**src/rtl/pipelined_cla_adder_if.sv**
```systemverilog
// Streaming handshake bundle for the pipelined carry-lookahead adder.
// The master drives operands and out_ready. The slave (the adder) drives
// in_ready and the result fields.
interface pipelined_cla_adder_if #(
    parameter int WIDTH = 16
);
    logic             in_valid;
    logic             in_ready;
    logic [WIDTH-1:0] in_a;
    logic [WIDTH-1:0] in_b;
    logic             in_cin;
    logic             in_sub;
    logic             out_valid;
    logic             out_ready;
    logic [WIDTH-1:0] out_sum;
    logic             out_cout;
    logic             out_ovf;

    modport master (
        output in_valid, in_a, in_b, in_cin, in_sub, out_ready,
        input  in_ready, out_valid, out_sum, out_cout, out_ovf
    );

    modport slave (
        input  in_valid, in_a, in_b, in_cin, in_sub, out_ready,
        output in_ready, out_valid, out_sum, out_cout, out_ovf
    );
endinterface

```
**src/rtl/pipelined_cla_adder.sv**
```systemverilog
// Pipelined carry-lookahead adder/subtractor.
// One GROUP-bit lookahead group is resolved per stage, and the group carry
// is registered between stages. Flow control is a combinational ready chain,
// so a free downstream never leaves bubbles in the pipe.
module pipelined_cla_adder #(
    parameter int WIDTH = 16,
    parameter int GROUP = 4
) (
    input  logic                 clk,
    input  logic                 rst_n,
    pipelined_cla_adder_if.slave bus
);
    localparam int L = WIDTH / GROUP;

    // Stage registers R0..R(L-1); R(L-1) is the output register
    logic [L-1:0]     r_vld;
    logic [WIDTH-1:0] r_a   [L];
    logic [WIDTH-1:0] r_b   [L];
    logic [WIDTH-1:0] r_sum [L];
    logic [L-1:0]     r_c;
    logic [L-1:0]     r_cmsb;

    // Next-state values each stage loads when it advances
    logic [WIDTH-1:0] w_b_pre;
    logic             w_c0;
    logic [L-1:0]     w_adv;
    logic [L-1:0]     w_nxt_vld;
    logic [WIDTH-1:0] w_nxt_a   [L];
    logic [WIDTH-1:0] w_nxt_b   [L];
    logic [WIDTH-1:0] w_nxt_sum [L];
    logic [L-1:0]     w_nxt_c;
    logic [L-1:0]     w_nxt_cmsb;
    logic [GROUP+1:0] w_res;

    // One lookahead group. Returns {carry out, carry into group MSB, sum bits}.
    function automatic logic [GROUP+1:0] cla_group(
        input logic [GROUP-1:0] a,
        input logic [GROUP-1:0] b,
        input logic             cin
    );
        logic [GROUP:0]   c;
        logic [GROUP-1:0] p;
        logic [GROUP-1:0] g;
        logic [GROUP-1:0] s;
        c[0] = cin;
        for (int i = 0; i < GROUP; i++) begin
            p[i]     = a[i] ^ b[i];
            g[i]     = a[i] & b[i];
            c[i + 1] = g[i] | (p[i] & c[i]);
            s[i]     = p[i] ^ c[i];
        end
        return {c[GROUP], c[GROUP-1], s};
    endfunction

    // Subtract preprocessing, group 0 from the inputs, group k from stage k-1
    always_comb begin
        w_b_pre       = bus.in_sub ? ~bus.in_b : bus.in_b;
        w_c0          = bus.in_sub | bus.in_cin;

        w_res         = cla_group(bus.in_a[GROUP-1:0], w_b_pre[GROUP-1:0], w_c0);
        w_nxt_vld[0]  = bus.in_valid;
        w_nxt_a[0]    = bus.in_a;
        w_nxt_b[0]    = w_b_pre;
        w_nxt_sum[0]  = '0;
        w_nxt_sum[0][GROUP-1:0] = w_res[GROUP-1:0];
        w_nxt_cmsb[0] = w_res[GROUP];
        w_nxt_c[0]    = w_res[GROUP+1];

        for (int k = 1; k < L; k++) begin
            w_res         = cla_group(r_a[k-1][k*GROUP +: GROUP],
                                      r_b[k-1][k*GROUP +: GROUP], r_c[k-1]);
            w_nxt_vld[k]  = r_vld[k-1];
            w_nxt_a[k]    = r_a[k-1];
            w_nxt_b[k]    = r_b[k-1];
            w_nxt_sum[k]  = r_sum[k-1];
            w_nxt_sum[k][k*GROUP +: GROUP] = w_res[GROUP-1:0];
            w_nxt_cmsb[k] = w_res[GROUP];
            w_nxt_c[k]    = w_res[GROUP+1];
        end
    end

    // Ready chain, flattened: stage k may advance unless it and every later
    // stage hold data while the output is blocked
    for (genvar k = 0; k < L; k++) begin : g_adv
        assign w_adv[k] = bus.out_ready | ~(&r_vld[L-1:k]);
    end

    assign bus.in_ready  = w_adv[0];
    assign bus.out_valid = r_vld[L-1];
    assign bus.out_sum   = r_sum[L-1];
    assign bus.out_cout  = r_c[L-1];
    assign bus.out_ovf   = r_c[L-1] ^ r_cmsb[L-1];

    // Each stage loads from its predecessor when it advances and holds otherwise
    always_ff @(posedge clk or negedge rst_n) begin
        if (!rst_n) begin
            r_vld  <= '0;
            r_c    <= '0;
            r_cmsb <= '0;
            for (int k = 0; k < L; k++) begin
                r_a[k]   <= '0;
                r_b[k]   <= '0;
                r_sum[k] <= '0;
            end
        end else begin
            for (int k = 0; k < L; k++) begin
                if (w_adv[k]) begin
                    r_vld[k]  <= w_nxt_vld[k];
                    r_a[k]    <= w_nxt_a[k];
                    r_b[k]    <= w_nxt_b[k];
                    r_sum[k]  <= w_nxt_sum[k];
                    r_c[k]    <= w_nxt_c[k];
                    r_cmsb[k] <= w_nxt_cmsb[k];
                end
            end
        end
    end
endmodule

```
**src/flat_wrapper.sv**
```systemverilog
// flat-port wrapper written by rule: the top's interface ports become plain ports
module pipelined_cla_adder_flat 
#(
    parameter int WIDTH = 16,
    parameter int GROUP = 4
)
  (clk, rst_n, bus_in_valid, bus_in_a, bus_in_b, bus_in_cin, bus_in_sub, bus_out_ready, bus_in_ready, bus_out_valid, bus_out_sum, bus_out_cout, bus_out_ovf);
  pipelined_cla_adder_if #(.WIDTH(WIDTH)) bus_i ();
  input  logic clk;
  input  logic rst_n;
  input wire logic [$bits(bus_i.in_valid)-1:0] bus_in_valid;
  input wire logic [$bits(bus_i.in_a)-1:0] bus_in_a;
  input wire logic [$bits(bus_i.in_b)-1:0] bus_in_b;
  input wire logic [$bits(bus_i.in_cin)-1:0] bus_in_cin;
  input wire logic [$bits(bus_i.in_sub)-1:0] bus_in_sub;
  input wire logic [$bits(bus_i.out_ready)-1:0] bus_out_ready;
  output wire logic [$bits(bus_i.in_ready)-1:0] bus_in_ready;
  output wire logic [$bits(bus_i.out_valid)-1:0] bus_out_valid;
  output wire logic [$bits(bus_i.out_sum)-1:0] bus_out_sum;
  output wire logic [$bits(bus_i.out_cout)-1:0] bus_out_cout;
  output wire logic [$bits(bus_i.out_ovf)-1:0] bus_out_ovf;
  assign bus_i.in_valid = bus_in_valid;
  assign bus_i.in_a = bus_in_a;
  assign bus_i.in_b = bus_in_b;
  assign bus_i.in_cin = bus_in_cin;
  assign bus_i.in_sub = bus_in_sub;
  assign bus_i.out_ready = bus_out_ready;
  assign bus_in_ready = bus_i.in_ready;
  assign bus_out_valid = bus_i.out_valid;
  assign bus_out_sum = bus_i.out_sum;
  assign bus_out_cout = bus_i.out_cout;
  assign bus_out_ovf = bus_i.out_ovf;
  pipelined_cla_adder #(.WIDTH(WIDTH), .GROUP(GROUP)) u_core (.clk(clk), .rst_n(rst_n), .bus(bus_i));
endmodule
```
**config.mk**
```make
export PLATFORM = sky130hd
export DESIGN_NAME = pipelined_cla_adder_flat
export DESIGN_NICKNAME = d
export VERILOG_FILES = /design/src/rtl/pipelined_cla_adder_if.sv /design/src/rtl/pipelined_cla_adder.sv /design/src/flat_wrapper.sv
export SDC_FILE = /design/constraint.sdc
export NUM_CORES = 1
export LEC_CHECK = 0
export ABC_AREA = 1
export CORE_ASPECT_RATIO = 1.5
export CORE_MARGIN = 1.5
export CORE_UTILIZATION = 40
export CTS_BUF_LIST = sky130_fd_sc_hd__clkbuf_8
export DETAILED_ROUTE_END_ITERATION = 8
export PLACE_DENSITY = 0.69
export SLEW_MARGIN = 20
export SYNTH_ARGS = -nofsm -noshare
export SYNTH_HDL_FRONTEND = slang
export SYNTH_SLANG_ARGS = --single-unit
```
**constraint.sdc**
```tcl
create_clock -name clk -period 2.8 [get_ports clk]
set_input_delay 0.84 -clock clk [delete_from_list [all_inputs] [get_ports clk]]
set_output_delay 0.84 -clock clk [all_outputs]
set_load 0.01 [all_outputs]
```
==> impl_metrics.csv <==
group,metric,value,unit
logic_synthesis,syn_nets,584,
global_routing,grt.overflow.total,0,
placement,placedCellCount,703,
global_routing,use_met1,17.2,%
logic_synthesis,synthCells,530,
worst_setup_path,worstPathRequired,3060,ps
global_routing,grt_max_degree,77,
logic_synthesis,ys_top_cells_by_count,"229 x nand2_1, 97 x dfrtp_1, 70 x nand3_1",
sta,worst_pin_slew,691,ps
cells_and_area,multi_input_area,1690,µm²
sta,grt_setup_unrepaired,"false",
sta,finalSetupViolations,0,
detailed_routing,dr.pass1.iters,4,
sta,slew_headroom,53.9,%
cells_and_area,diodes,0,
cts,cts_tree,"yes",
global_routing,grt_antenna_before_repair,0,
die,die_h,134,µm
sta,setup_tns,0,ps
cts,cts_sinks,97,
cells_and_area,fillCellCount,1040,
detailed_routing,drtAntennaViolNets,0,
worst_setup_path,critPathArrivalTime,2990,ps
placement,post-dp-hpwl,5.83,mm
cts,cts_root_buf,"clkbuf_8",
sta,slew_violations,0,
sta,max_freq,367,MHz
detailed_routing,via_per_inst,4.60,
detailed_routing,drtIter0Drc,209,
global_routing,use_met3,3.34,%
global_routing,grt_pass1_wl,14.5,mm
power_and_ir_drop,power_leakage,2.90,nW
cts,cts_buffers,9,
global_routing,grt_pass1_vias,3293,
logic_synthesis,syn_avg_cell_area,8.65,µm²
detailed_routing,vias,3320,
die,num_io_pins,58,
worst_setup_path,critPathCaptureType,"flip-flop",
logic_synthesis,ys_types,19,
sta,min_period_over_period,97.4,%
placement,port_buffers,57,
cts,clk_path_buf_depth,2,
detailed_routing,finalWirelength,8.19,mm
detailed_routing,wl_per_cell,11.3,µm
cts,clock_latency,370,ps
logic_synthesis,synth_edf_count,0,
die,core-area,11100,µm²
global_routing,globalRouteTotalUtil,14.8,%
logic_synthesis,synth_area_leader_cell,"dfrtp_1",
cts,htreeDepth,3,
run,maxCapViolations,0,
cells_and_area,fin_nets,624,
cells_and_area,post-route-util,49.2,%
logic_synthesis,synth_area_leaders,"dfrtp_1 53%, nand2_1 19%, nand3_1 7.6%, fa_1 7.0%, inv_1 3.9%",
detailed_routing,drc,0,
cells_and_area,regArea,2430,µm²
logic_synthesis,yosys_warnings,0,
worst_setup_path,worst_setup_path_start_kind,"input pin",
logic_synthesis,syn-cell-area,4590,µm²
logic_synthesis,ys.flop_type,"dfrtp_1",
logic_synthesis,synth_top_area_share,52.9,%
logic_synthesis,yosys_register_bits,97,
power_and_ir_drop,max-vdd-ir-drop,271,µV
run_status,status,"complete, no violations",
die,start_util,41.3,%
global_routing,grt_use_met2,26.1,%
cells_and_area,drive_above_1_share,8.52,%
cts,clk_pin_slew,90,ps
worst_setup_path,worstPathMaxFanout,1,
sta,finalHoldViolations,0,
worst_setup_path,reg2reg_slack,500,ps
logic_synthesis,async_flop_share,100,%
logic_synthesis,synth.most_common_cell,"nand2_1",
global_routing,top_usage_layer,"met2",
power_and_ir_drop,cellPowerDensity,767,nW/µm²
min_path,hold_path.class,"input pin to async pin",
cells_and_area,final_cells,722,
logic_synthesis,seq_area_frac_synth,52.9,%
sta,fin_skew,8.71,ps
worst_setup_path,path_class,"input pin to flip-flop",
cells_and_area,syn_to_final_growth,19.3,%
die,fp.dieArea,12100,µm²
die,rows,47,
placement,gp_congestion,0.745,
die,die_w,90.4,µm
sta,period_minus_slack,2730,ps
-- worst max-delay path: stages --
cell and delay (ps):
dlygate4sd2_1 250, xnor2_2 150, fa_2 400, fa_2 410, fa_2 390, inv_2 60, fa_1 370, nand2_1 70
nand2_1 50
-- kinds of logic after synthesis --
kind of cell,Yosys count,share of synthesized area (%)
flops,97,52.9
simple gates,307,27.4
fa+ha+maj,16,6.99
compound gates,10,1.09
buf+inv,95,10.7
xor+xnor,5,0.955
-- sequential cells by signal, indices dropped and copies added, names as in the netlist --
signal,count
u_core.bus.out_sum,16
u_core.r_sum,24
u_core.r_cmsb,1
u_core.r_c,4
u_core.r_b,24
u_core.r_a,24
u_core.r_vld,4
-- metal layers --
| layer | routed length (µm) | part of all wire (%) |
|---|---|---|
| met5 | 0 | 0 |
| met1 | 3540 | 43 |
| met3 | 297 | 3.6 |
| met2 | 4200 | 51 |
| met4 | 158 | 1.9 |
-- layout make-up --
| type | instances | area share [%] |
|---|---|---|
| Clock buffer | 12 | 3.02 |
| Clock inverter | 4 | 1.78 |
| Inverter | 50 | 3.43 |
| Multi-Input combinational cell | 338 | 30.9 |
| Sequential cell | 97 | 44.4 |
| Tap cell | 147 | 3.36 |
| Timing Repair Buffer | 74 | 13.2 |
-- final timing paths --
check | from | end | cells after the start
worst max register to register | u_core.r_c[1] | u_core.r_sum[27] | 8
worst min register to register | u_core.r_b[62] | u_core.r_b[46] | 2
max in group asynchronous | rst_n | u_core.r_a[46] | 2
worst min-delay path | rst_n | u_core.r_sum[50] | 1
worst max-delay path | bus_in_b[0] | u_core.r_sum[51] | 9
min in group clk | u_core.r_b[62] | u_core.r_b[46] | 2
-- placed cells by master, fill, tap and decap left out, types with 4 or more instances in the layout --
cell type and instances:
nand3_1 70, fa_1 13, nand2_1 228, clkdlybuf4s50_1 50, inv_1 46, o21ai_0 7, inv_2 4, clkbuf_8 12
buf_4 16, dfrtp_1 97
-- what timing repair did --
action / 4_1_cts / 5_1_grt
resized for setup: 5 / 9
pin swaps: 0 / 4
endpoints found under the setup margin: 2 / 2
hold buffers: 0 / 0
setup buffers: 0 / 3
-- power by group --
part,switching (mW),internal (mW)
sequential,0.201,1.77
clock,0.459,0.666
combinational,0.577,0.529
-- metrics by stage --
step / cell area [µm²] / power [mW] / setup slack [ps] / hold slack [ps]
after floorplan: 4600 / 2.77 / -200 / 435
after global placement: 5170 / 3.08 / -573 / 441
after detailed placement: 5170 / 3.12 / -597 / 455
after CTS: 5440 / 4.26 / 24.5 / 459
after global routing: 5470 / 4.50 / 15.6 / 483
final: 5470 / 4.20 / 73.1 / 452
Note: power is estimated with default switching activity, not from simulation.
